<file path="src/rtl/seq_mult_param_pkg.sv">
// ----------------------------------------------------------------------------
// mult_pkg: definitions shared by the sequential multiplier, its bus
// interface and the bench.
//   W_DEF   - default operand width in bits
//   state_t - multiplier control states
// ----------------------------------------------------------------------------
package mult_pkg;

  localparam int W_DEF = 8;

  typedef enum logic [1:0] {
    IDLE = 2'd0,
    RUN  = 2'd1,
    FIX  = 2'd2
  } state_t;

endpackage

</file>
<file path="src/rtl/seq_mult_param_if.sv">
// ----------------------------------------------------------------------------
// seq_mult_if: request/result bundle of the sequential multiplier.
//   start, sgn, a, b : request side, driven by the master
//   p, busy, done    : result side, driven by the multiplier (slave)
// ----------------------------------------------------------------------------
interface seq_mult_if
  import mult_pkg::*;
#(
  parameter int W = W_DEF
);

  logic           start;
  logic           sgn;
  logic [W-1:0]   a;
  logic [W-1:0]   b;
  logic [2*W-1:0] p;
  logic           busy;
  logic           done;

  modport master (
    output start, sgn, a, b,
    input  p, busy, done
  );

  modport slave (
    input  start, sgn, a, b,
    output p, busy, done
  );

endinterface

</file>
<file path="src/rtl/seq_mult_param_cond_neg.sv">
// ----------------------------------------------------------------------------
// cond_neg: conditional two's-complement negate of an N-bit vector.
//   neg  : 1 = output the negation of din, 0 = pass din through
//   din  : N-bit input
//   dout : N-bit result (wraps modulo 2^N)
// ----------------------------------------------------------------------------
module cond_neg #(
  parameter int N = 8
) (
  input  logic         neg,
  input  logic [N-1:0] din,
  output logic [N-1:0] dout
);

  assign dout = neg ? -din : din;

endmodule

</file>
<file path="src/rtl/seq_mult_param.sv">
// ----------------------------------------------------------------------------
// seq_mult_param: W x W shift-and-add multiplier, signed or unsigned.
// Operands are reduced to magnitudes, multiplied over exactly W RUN cycles,
// and the sign is applied in a single FIX cycle. One result per W+2 cycles.
//   clk  : clock, rising edge
//   rst  : asynchronous active-high reset
//   bus  : seq_mult_if slave
//          start/sgn/a/b sampled in IDLE; p holds the last result,
//          busy is high outside IDLE, done pulses one cycle when p updates.
// ----------------------------------------------------------------------------
module seq_mult_param
  import mult_pkg::*;
#(
  parameter int W = W_DEF
) (
  input  logic     clk,
  input  logic     rst,
  seq_mult_if.slave bus
);

  localparam int CW = $clog2(W + 1);

  state_t         state_q, state_d;
  logic [W:0]     x_q, x_d;
  logic [2*W:0]   y_q, y_d;
  logic           neg_q, neg_d;
  logic [CW-1:0]  cnt_q, cnt_d;
  logic [2*W-1:0] p_q, p_d;
  logic           busy_q, busy_d;
  logic           done_q, done_d;

  // Operands are widened by one bit before negation so that the magnitude of
  // -2^(W-1) is representable. The extension bit equals the negate flag:
  // it is 1 only for a signed operand with its MSB set.
  logic           neg_a, neg_b;
  logic [W:0]     a_mag, b_mag;
  logic [2*W-1:0] p_fix;
  logic [W:0]     acc_sum;

  assign neg_a = bus.sgn & bus.a[W-1];
  assign neg_b = bus.sgn & bus.b[W-1];

  cond_neg #(.N(W + 1)) u_neg_a (
    .neg  (neg_a),
    .din  ({neg_a, bus.a}),
    .dout (a_mag)
  );

  cond_neg #(.N(W + 1)) u_neg_b (
    .neg  (neg_b),
    .din  ({neg_b, bus.b}),
    .dout (b_mag)
  );

  cond_neg #(.N(2 * W)) u_neg_p (
    .neg  (neg_q),
    .din  (y_q[2*W-1:0]),
    .dout (p_fix)
  );

  // Upper W+1 bits of the accumulator plus x. Magnitudes never exceed
  // 2^(W-1) for signed or 2^W-1 for unsigned, so the sum fits in W+1 bits
  // and the carry is kept in the top accumulator bit.
  assign acc_sum = y_q[2*W:W] + (y_q[0] ? x_q : '0);

  always_comb begin
    state_d = state_q;
    x_d     = x_q;
    y_d     = y_q;
    neg_d   = neg_q;
    cnt_d   = cnt_q;
    p_d     = p_q;
    done_d  = 1'b0;

    case (state_q)
      IDLE: begin
        if (bus.start) begin
          x_d     = a_mag;
          y_d     = {{W{1'b0}}, b_mag};
          neg_d   = bus.sgn & (bus.a[W-1] ^ bus.b[W-1]);
          cnt_d   = CW'(W);
          state_d = RUN;
        end
      end
      RUN: begin
        y_d   = {1'b0, acc_sum, y_q[W-1:1]};
        cnt_d = cnt_q - CW'(1);
        if (cnt_q == CW'(1)) begin
          state_d = FIX;
        end
      end
      FIX: begin
        p_d     = p_fix;
        done_d  = 1'b1;
        state_d = IDLE;
      end
      default: begin
        state_d = IDLE;
      end
    endcase

    busy_d = (state_d != IDLE);
  end

  always_ff @(posedge clk or posedge rst) begin
    if (rst) begin
      state_q <= IDLE;
      x_q     <= '0;
      y_q     <= '0;
      neg_q   <= 1'b0;
      cnt_q   <= '0;
      p_q     <= '0;
      busy_q  <= 1'b0;
      done_q  <= 1'b0;
    end else begin
      state_q <= state_d;
      x_q     <= x_d;
      y_q     <= y_d;
      neg_q   <= neg_d;
      cnt_q   <= cnt_d;
      p_q     <= p_d;
      busy_q  <= busy_d;
      done_q  <= done_d;
    end
  end

  assign bus.p    = p_q;
  assign bus.busy = busy_q;
  assign bus.done = done_q;

endmodule

</file>
<file path="src/flat_wrapper.sv">
// flat-port wrapper written by rule: the top's interface ports become plain ports
module seq_mult_param_flat import mult_pkg::*;
#(
  parameter int W = W_DEF
)
  (clk, rst, bus_start, bus_sgn, bus_a, bus_b, bus_p, bus_busy, bus_done);
  seq_mult_if #(.W(W)) bus_i ();
  input  logic clk;
  input  logic rst;
  input wire logic [$bits(bus_i.start)-1:0] bus_start;
  input wire logic [$bits(bus_i.sgn)-1:0] bus_sgn;
  input wire logic [$bits(bus_i.a)-1:0] bus_a;
  input wire logic [$bits(bus_i.b)-1:0] bus_b;
  output wire logic [$bits(bus_i.p)-1:0] bus_p;
  output wire logic [$bits(bus_i.busy)-1:0] bus_busy;
  output wire logic [$bits(bus_i.done)-1:0] bus_done;
  assign bus_i.start = bus_start;
  assign bus_i.sgn = bus_sgn;
  assign bus_i.a = bus_a;
  assign bus_i.b = bus_b;
  assign bus_p = bus_i.p;
  assign bus_busy = bus_i.busy;
  assign bus_done = bus_i.done;
  seq_mult_param #(.W(W)) u_core (.clk(clk), .rst(rst), .bus(bus_i));
endmodule
</file>
<file path="config.mk">
export PLATFORM = sky130hd
export DESIGN_NAME = seq_mult_param_flat
export DESIGN_NICKNAME = d
export VERILOG_FILES = /design/src/rtl/seq_mult_param_pkg.sv /design/src/rtl/seq_mult_param_if.sv /design/src/rtl/seq_mult_param_cond_neg.sv /design/src/rtl/seq_mult_param.sv /design/src/flat_wrapper.sv
export SDC_FILE = /design/constraint.sdc
export NUM_CORES = 1
export LEC_CHECK = 0
export ABC_AREA = 0
export BUFFER_PORTS_ARGS = -buffer_cell sky130_fd_sc_hd__buf_2
export CAP_MARGIN = 10
export CORE_MARGIN = 5
export CORE_UTILIZATION = 55
export DETAILED_ROUTE_END_ITERATION = 6
export PLACE_DENSITY_LB_ADDON = 0.12
export SLEW_MARGIN = 25
export SYNTH_ARGS = -nofsm -noshare
export SYNTH_HDL_FRONTEND = slang
export SYNTH_SLANG_ARGS = --single-unit
</file>
<file path="constraint.sdc">
create_clock -name clk -period 4.5 [get_ports clk]
set_input_delay 0.9 -clock clk [delete_from_list [all_inputs] [get_ports clk]]
set_output_delay 0.9 -clock clk [all_outputs]
set_load 0.1 [all_outputs]
</file>
==> results of run 1 <==
[sequential cells by signal, indices dropped and copies added, names as in the netlist]
name,flops
u_core.bus.p,16
u_core.y_q,16
u_core.x_q,9
u_core.cnt_q,4
u_core.state_q,2
u_core.bus.busy,1
u_core.bus.done,1
u_core.neg_q,1
[report_power, final]
part,switching (mW),total (mW),internal (mW)
clock,0.147,0.370,0.223
combinational,0.836,1.22,0.388
sequential,0.199,0.834,0.635
[final cells by class]
type                    count  area share [%]
clock buffers               5            2.15
clock inverters             3            2.15
inverters                  17            2.03
multi-input cells         234            46.1
flip-flops and latches     50            39.0
well taps                  70            2.73
repair buffers             37            5.78
[through the flow]
stage	cell area, um^2	setup slack [ps]
6_report	3210	2020
3_3_place_gp	3070	2160
2_1_floorplan	2850	2230
5_1_grt	3210	1890
3_5_place_dp	3070	2070
4_1_cts	3200	2050
[worst reg2reg max path: stages (launching register included)]
cell	delay, ps
dfrtp_1	510
and2_1	200
ha_1	200
inv_1	70
fa_1	200
nor2b_1	60
o31ai_1	360
a21boi_0	180
or3_1	340
a32o_1	260
[layer usage]
layer | vias to the layer above | global-route usage, % | wire [um]
li1 | 1156 | - | -
met5 | - | 0 | 0
met4 | 0 | 7.81 | 60
met1 | 1000 | 24.1 | 2570
met2 | 60 | 29.2 | 2480
met3 | 8 | 3.40 | 385
[how the worst max path moves through the flow]
stage,start,end
floorplan,u_core.y_q[0],u_core.y_q[13]
global placement,u_core.y_q[0],u_core.y_q[13]
detailed placement,u_core.y_q[0],u_core.y_q[13]
CTS,u_core.y_q[0],u_core.y_q[13]
global route,u_core.y_q[0],u_core.y_q[13]
finish,u_core.y_q[0],u_core.y_q[13]
[cell families (layout without fill, tap and decap cells)]
kind of cell             Yosys count  in the layout  synth area share (%)
flip-flops                        50             50                  44.0
AO/OA/AOI/OAI                     83             83                  17.9
multiplexers                       3              3                  1.05
buffers and inverters             29             62                  4.09
adder cells (fa/ha/maj)           14             14                  6.42
XOR/XNOR                          29             29                  8.92
AND/OR/NAND/NOR                  105            105                  17.6
[layout by cell type (no fill, tap or decap), drive strengths merged, types with 2 or more instances in the layout]
cell / count
a21boi: 2
or2: 2
inv: 16
a2bb2oi: 2
nand3: 8
o31ai: 8
a21oi: 10
nor3: 6
a211oi: 2
dfrtp: 50
xnor2: 11
bufinv: 2
nor2b: 5
nand2b: 2
or3: 5
nand2: 46
buf: 37
o22ai: 4
nor4: 5
a32o: 2
or4: 2
clkbuf: 5
o21ai: 40
and2: 8
xor2: 18
ha: 13
a22oi: 4
mux2i: 3
nor2: 13
clkinv: 2
==> flow_summary_export.csv, run 1 <==
group,metric,value,unit
outcome,status,"finished clean",
detailed_routing,vias,2224,
global_route,grt_use_total,18.2,%
detailed_routing,viasPerCell,5.35,
global_route,antenna_found_initial,0,
worst_hold_path,min_path_cells,2,
timing,maxSlewViolCount,0,
timing,whs,478,ps
final_layout,fill_cells,451,
floorplanning,ios,38,
worst_setup_path,crit_chain,"and2_1 > ha_1 > inv_1 > fa_1 > nor2b_1 > o31ai_1 > a21boi_0 > or3_1 > a32o_1",
worst_setup_path,reg2reg_to,"u_core.y_q[13]",
worst_setup_path,critical-path-top-delay-family,"compound AO/OA/AOI/OAI gates",
logic_synthesis,yosysSeqAreaShare,44.0,%
power_and_ir_drop,leakagePower,1.52,nW
placement,gp_congestion,0.827,
clock_tree,clkTransAtPathRegs,90,ps
logic_synthesis,ys_ff_latch,50,
detailed_routing,drt_iter0_drc,143,
final_layout,nets,379,
worst_hold_path,hold_path_end,"u_core.bus.p[12]",
power_and_ir_drop,p_total,2.43,mW
clock_tree,cts-root-buf,"clkbuf_8",
job,maxCapViolations,0,
clock_tree,cts_tree,"done",
worst_setup_path,cp-start-kind,"flop",
logic_synthesis,yosysTopAreaCellShare,44.0,%
detailed_routing,drc,0,
timing,relSlewSlack,44.6,%
logic_synthesis,async_flop_share,100,%
floorplanning,coreArea,5070,um^2
worst_setup_path,cp-end-kind,"flop",
worst_setup_path,max_stage_delay,510,ps
clock_tree,clock-sinks,50,
worst_setup_path,cp.required,4700,ps
clock_tree,cts-buffers-inserted,5,
placement,post-place-cells,408,
clock_tree,cts_setup_buffers,0,
final_layout,diodes,0,
final_layout,multi_input_area,1480,um^2
logic_synthesis,synth_edf_count,0,
worst_setup_path,critical_path_peak_fanout,13,
timing,hold_violations,0,
logic_synthesis,synth_cells,313,
worst_setup_path,criticalPathCategory,"reg2reg",
worst_setup_path,crit_arrival,2680,ps
power_and_ir_drop,power_density,757,nW/um^2
worst_setup_path,critical_path_buf_inv_count,1,
placement,port_buffers,37,
placement,dp_hpwl,4.15,mm
floorplanning,die-area,6710,um^2
final_layout,final_core_util,63.2,%
logic_synthesis,synth.top_cells.by_count,"dfrtp_1 (50), nand2_1 (46), o21ai_0 (39)",
final_layout,layoutNonFillerInstCount,416,
final_layout,syn_to_final_growth,12.6,%
worst_setup_path,slowest_stage,"dfrtp_1",
worst_setup_path,cp.depth,9,
floorplanning,die_h,81.9,um
worst_setup_path,r2r-start,"u_core.y_q[0]",
detailed_routing,firstDrtPassIters,5,
worst_hold_path,min-delay-start,"u_core.bus.p[12]",
logic_synthesis,synthFlopType,"dfrtp_1",
worst_setup_path,r2r_setup_slack,2020,ps
global_route,grt_pass1_vias,2084,
worst_setup_path,rr_worst_depth,9,
global_route,grt_pass1_wl,9.40,mm
timing,worstMarginPinSlew,829,ps
detailed_routing,drt_wl_total,5.50,mm
clock_tree,cts_hold_buf,0,
logic_synthesis,syn_avg_cell_area,9.09,um^2
final_layout,regArea,1250,um^2
logic_synthesis,yosys.cell_count.top_type,"dfrtp_1",
floorplanning,die_w,81.9,um
clock_tree,cts_buffer_depth,2,
timing,finalClockSkew,5.57,ps
power_and_ir_drop,max-vdd-ir-drop,367,uV
logic_synthesis,ys.warnings.count,0,
clock_tree,clk_latency,300,ps
timing,fmax,0.403,GHz
timing,setup_violations,0,
timing,setup_tns,0,ps
logic_synthesis,syn_area,2850,um^2
clock_tree,htreeDepth,2,
logic_synthesis,syn-num-nets,347,
worst_hold_path,worstHoldPathType,"reg2reg",
final_layout,layout-drive-gt1-share,14.5,%
detailed_routing,postRouteAntennaNets,0,
floorplanning,initial_core_util,56.1,%
clock_tree,cts.repair.resized,0,
floorplanning,core.rowCount,26,
timing,period_share,55.2,%
global_route,grt_max_degree,51,
logic_synthesis,synth_area_leaders,"dfrtp_1 (44%), o21ai_0 (6.9%), nand2_1 (6.1%)",
logic_synthesis,synth_cell_types,44,
timing,rsz0062_at_grt,"no",
timing,fin_crit,2480,ps
logic_synthesis,yosys.area.top_type,"dfrtp_1",
global_route,globalRoute.totalOverflow,0,
detailed_routing,wire_per_inst,13.2,um
No activity file was read; power rests on OpenSTA's default activity.
==> inputs of run 2 (changes only) <==
CORE_UTILIZATION = 52   (was 55)
clock period = 2.1 ns   (was 4.5 ns; I/O delays follow)
==> flow_summary_export.csv, run 2 (synthesis results as in run 1) <==
group,metric,value,unit
placement,gp_congestion,0.841,
final_layout,nets,395,
detailed_routing,drt_wl_total,5.96,mm
placement,dp_hpwl,4.60,mm
global_route,grt_pass1_wl,10.5,mm
detailed_routing,drt_iter0_drc,103,
clock_tree,cts_hold_buf,0,
clock_tree,cts-root-buf,"clkbuf_8",
worst_setup_path,cp-start-kind,"flop",
clock_tree,cts_tree,"done",
final_layout,final_cell_mix,"dfrtp_1 (50), nand2_1 (46), o21ai_0 (38)",
global_route,grt_use_total,18.2,%
timing,relSlewSlack,63.7,%
power_and_ir_drop,leakagePower,1.57,nW
timing,setup_tns,0,ps
clock_tree,htreeDepth,2,
detailed_routing,firstDrtPassIters,4,
worst_setup_path,critical_path_peak_fanout,5,
worst_setup_path,reg2reg_to,"u_core.y_q[13]",
clock_tree,clk_latency,310,ps
timing,period_share,99.0,%
detailed_routing,viasPerCell,5.30,
global_route,grt_pass1_vias,2259,
placement,port_buffers,37,
clock_tree,cts-buffers-inserted,5,
floorplanning,core.rowCount,27,
outcome,status,"finished clean",
timing,finalClockSkew,11.9,ps
job,maxCapViolations,0,
timing,fin_crit,2080,ps
worst_setup_path,r2r_setup_slack,20,ps
worst_hold_path,worstHoldPathType,"in2async",
detailed_routing,wire_per_inst,13.7,um
floorplanning,die-area,7050,um^2
placement,pre_cts_slack,-47.2,ps
detailed_routing,postRouteAntennaNets,0,
timing,setup_violations,0,
worst_setup_path,cp-startpoint,"u_core.y_q[0]",
clock_tree,cts_setup_buffers,0,
worst_setup_path,cp.required,2300,ps
detailed_routing,drc,0,
final_layout,syn_to_final_growth,17.5,%
timing,fin_ws,21.5,ps
detailed_routing,vias,2299,
floorplanning,coreArea,5410,um^2
worst_setup_path,cp-end-kind,"flop",
global_route,grt_max_degree,34,
floorplanning,initial_core_util,52.7,%
timing,worstMarginPinSlew,542,ps
final_layout,final_common_cell,"dfrtp_1",
worst_setup_path,worstSetupEndpoint,"u_core.y_q[13]",
worst_setup_path,crit_arrival,2280,ps
clock_tree,cts_buffer_depth,2,
clock_tree,clkTransAtPathRegs,100,ps
timing,rsz0062_at_grt,"yes",
clock_tree,clock-sinks,50,
global_route,globalRoute.totalOverflow,0,
power_and_ir_drop,p_total,5.32,mW
worst_setup_path,rr_worst_depth,9,
worst_setup_path,criticalPathCategory,"reg2reg",
final_layout,diodes,0,
timing,maxSlewViolCount,0,
placement,placedInstanceArea,3200,um^2
final_layout,layoutNonFillerInstCount,434,
floorplanning,die_h,84.0,um
worst_setup_path,r2r-start,"u_core.y_q[0]",
power_and_ir_drop,max-vdd-ir-drop,716,uV
global_route,antenna_found_initial,0,
final_layout,postLayoutCellArea,3340,um^2
floorplanning,die_w,84.0,um
final_layout,layout-drive-gt1-share,21.0,%
timing,hold_violations,0,
timing,fmax,0.481,GHz
power_and_ir_drop,power_density,1590,nW/um^2
placement,post-place-cells,426,
floorplanning,ios,38,
## run 2: area by class of cell
type | count | area [um^2]
fillers | 483 | 2060
multi-input cells | 234 | 1540
flip-flops and latches | 50 | 1250
repair buffers | 53 | 305
well taps | 72 | 90.1
clock buffers | 6 | 82.6
inverters | 17 | 63.8
clock inverters | 2 | 12.5
## run 2: where the power goes
| group | internal (mW) | switching [mW] | leakage [nW] | total [mW] |
|---|---|---|---|---|
| Sequential | 1.36 | 0.363 | 0.635 | 1.72 |
| Clock | 0.265 | 0.324 | 0.0472 | 0.590 |
| Combinational | 1.03 | 1.97 | 0.890 | 3.00 |
## run 2: worst max-delay path, stage by stage (launching register included)
cell	delay, ps
dfrtp_1	420
and2_1	150
ha_2	170
inv_2	50
fa_2	200
nor2b_2	60
o31ai_4	260
a21boi_2	100
or3_1	310
a32o_1	240
## run 2: worst min path at each step
stage                              to  slack (ps)  cells past startpoint
finish              u_core.state_q[1]          50                      2
detailed placement    u_core.bus.p[3]         410                      2
global placement      u_core.bus.p[2]         400                      2
CTS                    u_core.y_q[14]          70                      2
floorplan               u_core.x_q[7]         440                      2
global route        u_core.state_q[1]          90                      2
## run 2: per-stage QoR
stage	hold WS (ps)	utilization, %
3_5_place_dp	406	59.2
6_report	54.2	61.9
4_1_cts	68.7	61.2
3_3_place_gp	398	59.2
5_1_grt	87.1	61.9
2_1_floorplan	438	-
## run 2: per-layer routing
metal  GRT usage (%)  routed length (um)  part of all wire, %  vias to the layer above
li1                -                   -                    -                     1185
met1            24.7                2760                   46                     1028
met2            29.5                2640                   44                       76
met3            3.36                 446                  7.5                       10
met4            5.99                 117                  2.0                        0
met5               0                   0                    0                        -
## run 2: what timing repair did
item                                    in CTS  in global routing
pin swaps                                    1                  0
gates resized for setup                      2                  5
endpoints found under the setup margin       2                  4
